--- src/rtl/led_pkg.sv ---
// Shared types and helpers for the front-panel LED indicator bank.
package led_pkg;

   typedef enum logic [1:0] {
      MODE_OFF     = 2'd0,
      MODE_STRETCH = 2'd1,
      MODE_LATCH   = 2'd2,
      MODE_BLINK   = 2'd3
   } led_mode_t;

   localparam int NCH_DEF         = 4;
   localparam int TIMER_BITS_DEF  = 8;
   localparam int BLINK_TICKS_DEF = 25;
   localparam int LAMP_TICKS_DEF  = 50;

   function automatic logic led_ind(
      input led_mode_t m,
      input logic      run,
      input logic      latch,
      input logic      phase
   );
      logic ind;
      ind = 1'b0;
      unique case (m)
         MODE_OFF:     ind = 1'b0;
         MODE_STRETCH: ind = run;
         MODE_LATCH:   ind = latch;
         MODE_BLINK:   ind = run & phase;
      endcase
      return ind;
   endfunction

endpackage

--- src/rtl/led_indicator_bank_channel.sv ---
// One indicator channel: stretch timer, sticky latch and indication mux.
module led_channel
   import led_pkg::*;
#(
   parameter int TIMER_BITS = TIMER_BITS_DEF
) (
   input  logic      clk,
   input  logic      nrst,
   input  logic      tick_i,
   input  logic      d_i,
   input  logic      clr_i,
   input  led_mode_t mode_i,
   input  logic      phase_i,
   output logic      ind_o
);

   logic [TIMER_BITS-1:0] timer_q, timer_d;
   logic                  latch_q, latch_d;

   // A strobe always reloads, even on a tick cycle.
   always_comb begin
      timer_d = timer_q;
      if (d_i) begin
         timer_d = '1;
      end else if (tick_i && timer_q != '0) begin
         timer_d = timer_q - TIMER_BITS'(1);
      end
   end

   always_comb begin
      latch_d = latch_q;
      if (d_i) begin
         latch_d = 1'b1;
      end else if (clr_i) begin
         latch_d = 1'b0;
      end
   end

   always_ff @(posedge clk or negedge nrst) begin
      if (!nrst) begin
         timer_q <= '0;
         latch_q <= 1'b0;
      end else begin
         timer_q <= timer_d;
         latch_q <= latch_d;
      end
   end

   assign ind_o = led_ind(mode_i, timer_q != '0, latch_q, phase_i);

endmodule

--- src/rtl/led_indicator_bank.sv ---
// Multi-channel LED indicator driver with shared blink timebase and
// power-on lamp test.
module led_indicator_bank
   import led_pkg::*;
#(
   parameter int NCH         = NCH_DEF,
   parameter int TIMER_BITS  = TIMER_BITS_DEF,
   parameter int BLINK_TICKS = BLINK_TICKS_DEF,
   parameter int LAMP_TICKS  = LAMP_TICKS_DEF
) (
   input  logic             clk,
   input  logic             nrst,
   input  logic             tick,
   input  logic [NCH-1:0]   d,
   input  logic [2*NCH-1:0] mode,
   input  logic [NCH-1:0]   clr,
   input  logic             lamp_test,
   output logic [NCH-1:0]   q,
   output logic             lamp_active
);

   localparam int DIV_W  = (BLINK_TICKS > 1) ? $clog2(BLINK_TICKS) : 1;
   localparam int LAMP_W = (LAMP_TICKS > 0) ? $clog2(LAMP_TICKS + 1) : 1;

   localparam logic [DIV_W-1:0]  DIV_MAX  = DIV_W'(BLINK_TICKS - 1);
   localparam logic [LAMP_W-1:0] LAMP_RST = LAMP_W'(LAMP_TICKS);
   localparam logic              LAMP_ON  = (LAMP_TICKS != 0);

   logic [DIV_W-1:0]  div_q, div_d;
   logic              phase_q, phase_d;
   logic [LAMP_W-1:0] lamp_cnt_q, lamp_cnt_d;
   logic              lamp_act_q;
   logic [NCH-1:0]    q_q, ind;

   genvar i;
   for (i = 0; i < NCH; i++) begin : g_ch
      led_channel #(
         .TIMER_BITS(TIMER_BITS)
      ) u_ch (
         .clk    (clk),
         .nrst   (nrst),
         .tick_i (tick),
         .d_i    (d[i]),
         .clr_i  (clr[i]),
         .mode_i (led_mode_t'(mode[2*i +: 2])),
         .phase_i(phase_q),
         .ind_o  (ind[i])
      );
   end

   always_comb begin
      div_d   = div_q;
      phase_d = phase_q;
      if (tick) begin
         if (div_q == DIV_MAX) begin
            div_d   = '0;
            phase_d = ~phase_q;
         end else begin
            div_d = div_q + DIV_W'(1);
         end
      end
   end

   always_comb begin
      lamp_cnt_d = lamp_cnt_q;
      if (tick && lamp_cnt_q != '0) begin
         lamp_cnt_d = lamp_cnt_q - LAMP_W'(1);
      end
   end

   // lamp_active tracks the counter in the same edge it reaches zero.
   always_ff @(posedge clk or negedge nrst) begin
      if (!nrst) begin
         div_q      <= '0;
         phase_q    <= 1'b1;
         lamp_cnt_q <= LAMP_RST;
         lamp_act_q <= LAMP_ON;
         q_q        <= '1;
      end else begin
         div_q      <= div_d;
         phase_q    <= phase_d;
         lamp_cnt_q <= lamp_cnt_d;
         lamp_act_q <= (lamp_cnt_d != '0);
         q_q        <= ind | {NCH{lamp_act_q}} | {NCH{lamp_test}};
      end
   end

   assign q           = q_q;
   assign lamp_active = lamp_act_q;

endmodule
--- config.mk ---
export PLATFORM = sky130hd
export DESIGN_NAME = led_indicator_bank
export DESIGN_NICKNAME = d
export VERILOG_FILES = /design/src/rtl/led_pkg.sv /design/src/rtl/led_indicator_bank_channel.sv /design/src/rtl/led_indicator_bank.sv
export SDC_FILE = /design/constraint.sdc
export NUM_CORES = 1
export LEC_CHECK = 0
export CAP_MARGIN = 20
export CORE_AREA = 2 2 72 74
export CTS_CLUSTER_SIZE = 30
export DETAILED_ROUTE_END_ITERATION = 16
export DIE_AREA = 0 0 74 76
export GPL_TIMING_DRIVEN = 0
export PLACE_DENSITY = 0.82
export SLEW_MARGIN = 20
export SYNTH_ARGS = -nofsm -noshare
export SYNTH_HDL_FRONTEND = slang
export SYNTH_SLANG_ARGS = --single-unit
export TNS_END_PERCENT = 1
--- constraint.sdc ---
create_clock -name clk -period 2.81 [get_ports clk]
set_input_delay 0.7025 -clock clk [delete_from_list [all_inputs] [get_ports clk]]
set_output_delay 0.7025 -clock clk [all_outputs]
set_load 0.02 [all_outputs]
After elaboration in Yosys (flattened, before gate mapping):

Index checks and enable logic that the tools add are counted.

* output and inout port bits: 5
* flip-flop bits (word level): 53
* word-level logic and storage cells: 85

* add/sub/neg operators: 6
* bitwise gates (word level): 7
* multiplexer cells: 22
* eq/ne operators: 13
* reduce and logical (&&, ||, !) cells: 24

Operator list (count)
* 8-bit 2-to-1 mux: 8
* 8-bit nonzero test: 4
* 8-bit by 1-bit subtractor with 8-bit output (second input constant): 4
* 2-bit == test (second input constant): 8
* 1-bit case mux with 4 select lines: 4
* 2-bit nonzero test: 8
* 6-bit nonzero test: 2
* 2-bit by 1-bit == test with 1-bit output (second input constant): 4
* 2-bit logical NOT: 4
* 1-bit 2-to-1 mux: 8
* 4-bit OR: 2
* 6-bit 2-to-1 mux: 1
* 6-bit by 1-bit subtractor with 6-bit output (second input constant): 1
* 5-bit by 1-bit adder with 5-bit output (second input constant): 1
* 5-bit == test (second input constant): 1
* 1-bit logical AND: 5
* 5-bit 2-to-1 mux: 1
* 1-bit bitwise AND: 4
* 2-bit AND reduction: 1
* 1-bit inverter: 1

Longest topological paths before layout:

* depth in word-level cells: 5
* mapped depth: 6

By module:

Synthesis repeated with hierarchy kept, for this count alone.

* cell total of the unflattened synthesis: 291
* area, all modules: 2912.8 µm²

Modules (own cells, without submodules)
* led_channel: instances 4, area an instance 515.5 µm², cells each 53, sequential area each 225.2 µm²
* led_indicator_bank: instances 1, area an instance 850.8 µm², cells each 79, sequential area each 436.7 µm²

Worst setup path before layout:

Ideal clock, no wire load.

* path kind: input to register
* start point: input port tick
* end point: register g_ch[0].u_ch.timer_q[5]
* arrival: 1.765 ns
* stages on the path: 5
* path buffers: 1
* setup slack: 0.921 ns
* path through: buf_4 -> or3b_4 -> a2111oi_4 -> xnor2_1 -> nand2_1

* cells in the longest elaborated chain, start to end: 2

RTL lines
* start, declared: line led_indicator_bank.sv:13 `input logic tick,`
* 1-bit logical AND: line led_indicator_bank_channel.sv:25 `end else if (tick_i && timer_q != '0) begin`
* 2-bit nonzero test (no source line)
* end signal, assigned: line led_indicator_bank_channel.sv:44 `timer_q <= timer_d;`
* end, declared: line led_indicator_bank_channel.sv:17 `logic [TIMER_BITS-1:0] timer_q, timer_d;`

Every way passes these cells.
A chain may end at the register's enable or synchronous reset.

==> results.txt <==
outcome: finished clean
area taken by flip-flops and latches: 1338 um^2
Iter 0 DRT Violations: 152
dpl hpwl: 3.888 mm
CTS hold repair buffers: 0
Crit-path slowest cell: clkdlybuf4s50_1
Area after DPL: 3201 um^2
Synth Area in Simple Gates: 21.82%
synth cell count leaders: dfrtp_1 (44), nand2_1 (27), inv_1 (23), nand2b_1 (15)
largest family of logic cells by synthesized area: simple AND/OR/NAND/NOR gates
# diodes: 0
Yosys reg bits: 53
core box area: 4912 um^2
post-synthesis mux area share: 1.080%
layout cells sized above 1: 10.44%
Slew @ Worst Pin: 0.6598 ns
DRC Markers: 0
drt wl/cell: 14.16 um
Primary FF master, synth: dfrtp_1
die height: 76 um
Hold/Removal Path Class: primary input to asynchronous set/reset pin
1st-pass router iterations: 4
die area: 5624 um^2
Post-synth ARST share: 100.0%
RD Place Congestion: 0.8045
first-pass GRT wire length: 9.501 mm
Max Cap Violations: 0
Max rail drop VDD: 284.1 uV
skew final: 0.01052 ns
total grt overflow: 0
vias post-DR: 2170
initial antenna violation count: 0
setup TNS: 0 ns
Synth Net Count: 318
share of the synthesized area in the top cell type: 38.03%
largest net degree at the start of global routing: 54
Avg Cell Area, Syn: 10.12 um^2
Post-CTS Resized: 0
crit path DAT: 2.50 ns
Layout Nets: 347
Clock Latency Late Sink: 0.31 ns
postcts setup bufs: 0
top post-synthesis cells by area: dfrtp_1 (38%), dfstp_2 (8.2%), ha_1 (5.2%)
post-synthesis cell area: 2895 um^2
Setup violations, final: 0
Synth Area in Compound Gates: 16.81%
CTS tree: built
final core utilization: 67.52%
xor/xnor share of the synthesized area: 4.840%
fin. max-slew vios: 0
placed cell count: 378
Critical Path End Type: flop
clock transition at the registers of the reported paths: 0.09 ns
Site Rows: 26
Ports: 25
area taken by multi-input logic gates: 1440 um^2
fin cells: 386
LEAKAGE: 1.275 nW
Total Routing Usage GR: 21.20%
CTS Sinks: 53
critical path launch point type: primary input
Yosys cell types: 54
count of warnings emitted by yosys: 0
Tot Pwr: 1.700 mW
final hold violation count: 0
worst path required time: 3.00 ns
RSZ-0062 raised after global routing: false
pre-CTS setup slack: 0.1751 ns
Syn Inst Count: 286
worst setup margin: 0.5024 ns
Bufs on Longest Clock Path: 2
die width: 74 um
area delta synth->final: 14.56%
Slew HR: 56.02%
Via density: 5.622
Routed WL: 5.465 mm
Fillers: 394
Fin Hold WS: 0.4191 ns
H-tree levels: 2
EDFF count, synth: 0
crit-path cells: clkdlybuf4s50_1 > buf_4 > buf_2 > clkbuf_1 > o211ai_1 > a22o_1
Post-Synth Adder-Cell Area: 5.186%
Num CTS Buffers: 5
f_max: 433.4 MHz
Critical Path Max Stage Delay: 0.49 ns
Buffers on Ports: 22
CTS root buf: clkbuf_8
most numerous cell in the Yosys netlist: dfrtp_1
register area share after synthesis: 46.20%
number of global-route vias before repair: 2165
post-route cell area: 3317 um^2
antenna viol nets, final: 0
cell area power density: 512.5 nW/um^2
Tmin final: 2.308 ns
Initial Util: 58.94%
Worst Path Max Fanout: 10
fin crit share: 82.12%
Setup Crit Path Kind: primary input to flop
Yosys top cell by area: dfrtp_1
-- cell families (layout without fill, tap and decap cells) --
kind of cell,Yosys count,after routing
compound gates,62,62
flops,53,53
xor+xnor,16,16
mux,3,3
buf+inv,30,60
simple gates,110,110
fa+ha+maj,12,12
-- power breakdown --
| group | internal, mW | switching, mW | total [mW] |
|---|---|---|---|
| logic | 0.129 | 0.137 | 0.266 |
| registers | 0.833 | 0.0670 | 0.900 |
| clock network | 0.291 | 0.243 | 0.533 |
-- flip-flops by register name, indices dropped and copies added, names as in the netlist --
register           count
lamp_cnt_q             6
q                      4
phase_q                1
g_ch.u_ch.latch_q      4
div_q                  5
lamp_active            1
g_ch.u_ch.timer_q     32
-- cell usage in the layout (no fill, tap or decap), types with 11 or more instances in the layout --
cell | Yosys | final
nand2b_1 | 15 | 15
nand2_1 | 27 | 27
xnor2_1 | 11 | 11
inv_1 | 23 | 23
o21ai_1 | 11 | 11
nand3_1 | 12 | 12
clkdlybuf4s50_1 | 0 | 21
ha_1 | 12 | 12
dfrtp_1 | 44 | 44
-- metal layers --
| metal | vias to the layer above | part of all wire (%) | track usage [%] |
|---|---|---|---|
| met2 | 26 | 49 | 34.91 |
| met4 | 0 | 1.2 | 6.364 |
| met1 | 1063 | 47 | 28.17 |
| met5 | - | 0 | 0 |
| li1 | 1076 | - | - |
| met3 | 5 | 2.6 | 3.968 |
-- critical path, delay by kind of cell --
kind	cells	cell delay, ns
buffers and inverters	4	1.38
AO/OA/AOI/OAI	2	0.41
-- layout make-up --
type	instances	area share [%]
buffer	6	0.8299
clock buffer	7	2.603
clock inverter	1	0.9053
inverter	24	2.716
multi-input combinational	203	43.42
sequential	53	40.32
tap	70	2.641
timing repair buffer	22	6.564
-- path summary, 6_finish.rpt --
kind / startpoint / to / slack [ns] / cells past startpoint
min in group clk: lamp_cnt_q[1]$_DFF_PN1_ / lamp_cnt_q[1]$_DFF_PN1_ / 0.48 / 2
max in group asynchronous: nrst / lamp_cnt_q[2]$_DFF_PN0_ / 1.94 / 1
hold / removal: nrst / g_ch[2].u_ch.timer_q[4]$_DFFE_PN0P_ / 0.42 / 1
setup / recovery: tick / div_q[4]$_DFFE_PN0P_ / 0.50 / 6
setup reg to reg: g_ch[0].u_ch.timer_q[0]$_DFFE_PN0P_ / g_ch[0].u_ch.timer_q[2]$_DFFE_PN0P_ / 1.04 / 6
hold reg to reg: lamp_cnt_q[1]$_DFF_PN1_ / lamp_cnt_q[1]$_DFF_PN1_ / 0.48 / 2
(Power assumes the default switching activity.)
==> RTL edit: new RTL, same flow settings <==
Put one more register stage on the output `q`. The value now appears one clock later. The other outputs are not delayed to match.
--- a/src/rtl/led_indicator_bank.sv
+++ b/src/rtl/led_indicator_bank.sv
@@ -85,7 +85,9 @@
       end
    end
 
-   assign q           = q_q;
+   always_ff @(posedge clk) begin
+      q <= q_q;
+   end
    assign lamp_active = lamp_act_q;
 
 endmodule
Function: same outputs for any inputs over 10 cycles, from zero or initial values and one cycle with nrst low; that may be too few to reach the edited logic, so the function may still have changed.
==> RTL edit against the original RTL <==
- sequential cell count increased by 4
- area after synthesis increased by 0.65%
- wire length increased by 0.82%
- combinational power increased by 60%
- total power increased by 32%
- design area increased by 3.2%
- utilization increased by 2.2 points
- setup slack improved by 35 ps
- critical endpoint is now g_ch[2].u_ch.timer_q[0]
==> RTL edit: results (changes against the original RTL) <==
* Relative slew margins at 57.0% (was 56.0%)
* Synth cell types at 49 (was 54)
* Largest net degree at the start of global routing at 54 (unchanged)
* Final nets at 357 (was 347)
* Placed instance area at 3230 sq um (was 3200 sq um)
* Crit path DAT at 2480 ps (was 2500 ps)
* First-pass GRT wire length at 9540 microns (was 9500 microns)
* Synth async-reset ratio at 93.0% (was 100%)
* CTS buffer count at 9 (was 5)
* Post-synth net total at 323 (was 318)
* Final setup skew at 6.86 ps (was 10.5 ps)
* Synth Area in Compound Gates at 15.3% (was 16.8%)
* PostCTS Resize Cnt at 0 (unchanged)
* XOR/XNOR share of the synthesized area at 4.51% (was 4.84%)
* Fraction of synthesized area in multiplexers at 1.37% (was 1.08%)
* Synth cell count leaders: 44 x dfrtp_1, 26 x inv_1, 26 x nand2_1, 21 x o21ai_0, 12 x ha_1 (was 44 x dfrtp_1, 27 x nand2_1, 23 x inv_1, 15 x nand2b_1)
* Pre-CTS setup slack at 190 ps (was 175 ps)
* Fin. max-slew vios at 0 (unchanged)
* Outcome: finished, final reports clean (unchanged)
* Crit path largest cell delay at 640 ps (was 490 ps)
* Vias at 2229 (was 2170)
* Max IR drop VDD at 0.628 mV (was 0.284 mV)
* Syn avg cell area at 10.0 sq um (was 10.1 sq um)
* Finished Layout Cells at 400 (was 386)
* Post-detail-place hpwl at 3890 microns (about the same)
* Top cells by area, synth: dfrtp_1 38%, dfstp_2 8.1%, ha_1 5.2% (was dfrtp_1 38%, dfstp_2 8.2%, ha_1 5.2%)
* Initial drt markers at 86 (was 152)
* Antenna violations before repair at 0 (unchanged)
* P_leak at 1.34 nW (was 1.28 nW)
* Worst hold margin at 391 ps (was 419 ps)
* Sequential share of the synthesized area at 48.6% (was 46.2%)
* Clk pin slew, worst setup/hold paths at 70 ps (was 90 ps)
* H-tree depth at 3 (was 2)
* R2R setup slack at 980 ps (was 1040 ps)
* Crit-path max FO at 10 (unchanged)
* Slowest CP cell: clkdlybuf4s50_1 (unchanged)
* Longest Clk Path Bufs at 2 (unchanged)
* Final Worst Setup Slack at 538 ps (was 502 ps)
* Total track usage at 22.0% (was 21.2%)
* Setup bufs post-CTS at 0 (unchanged)
* Adder-cell share of the synthesized area at 5.15% (was 5.19%)
* Number of port buffers at 23 (was 22)
* Placed cells at 384 (was 378)
* Synth warn at 0 (unchanged)
* Share of layout cells above drive strength 1 at 12.1% (was 10.4%)
* Total Routed Length at 5510 microns (was 5470 microns)
* Drt first pass iters at 4 (unchanged)
* Placer congestion estimate at 0.801 (was 0.805)
* Clk_lat worst skew at 330 ps (was 310 ps)
* Fillcell total at 395 (was 394)
[RTL edit: cell count changes in the layout (fill, tap and decap cells not counted), moves of 4 or more]
cell,unedited run,this run
o21ai_1,11,2
clkbuf_8,6,10
nand2b_1,15,8
clkinv_2,0,4
o21ai_0,8,21
dfxtp_1,0,4
[RTL edit: worst register-to-register path, stage by stage, from the launching register on]
cell	delay (ps)
dfrtp_1	410
inv_1	120
ha_1	190
or3b_2	510
o21ai_1	250
xnor2_1	160
nand2_1	70
[RTL edit: kinds of logic after synthesis]
logic type / after synthesis
compound gates: 65
xor+xnor: 15
fa+ha+maj: 12
buf+inv: 31
flops: 57
mux: 4
simple gates: 107
[RTL edit: power breakdown]
group          leakage [nW]  internal [mW]  total (mW)  switching [mW]
sequential            0.555          0.958        1.07           0.116
clock                 0.102          0.427       0.750           0.323
combinational         0.683          0.196       0.426           0.231
[RTL edit: final timing paths]
check,endpoint,start,cells after the start
setup / recovery,g_ch[2].u_ch.timer_q[0],tick,6
min in group clk,q[1],q_q[1],0
setup reg to reg,g_ch[2].u_ch.timer_q[0],g_ch[2].u_ch.timer_q[0],6
hold / removal,g_ch[0].u_ch.timer_q[5],nrst,1
max in group asynchronous,lamp_cnt_q[0],nrst,1
hold reg to reg,q[1],q_q[1],0
[RTL edit: per-layer routing]
metal  part of all wire, %  up-vias  routed length (microns)  track usage, %
met3                   3.6        7                      200            6.48
met5                     0        -                        0               0
li1                      -     1108                        -               -
met2                    49       48                     2680            34.4
met1                    46     1066                     2530            28.1
met4                   1.7        0                       94            9.27
[RTL edit: area by class of cell]
cell class	instances	area, sq um	share of cell area (%)
repair buffers	23	228	6.65
plain buffers	5	27.5	0.804
clock inverters	6	57.6	1.68
well taps	70	87.6	2.56
multi-input cells	203	1370	40.0
flip-flops and latches	57	1420	41.4
inverters	26	97.6	2.85
clock buffers	10	138	4.02
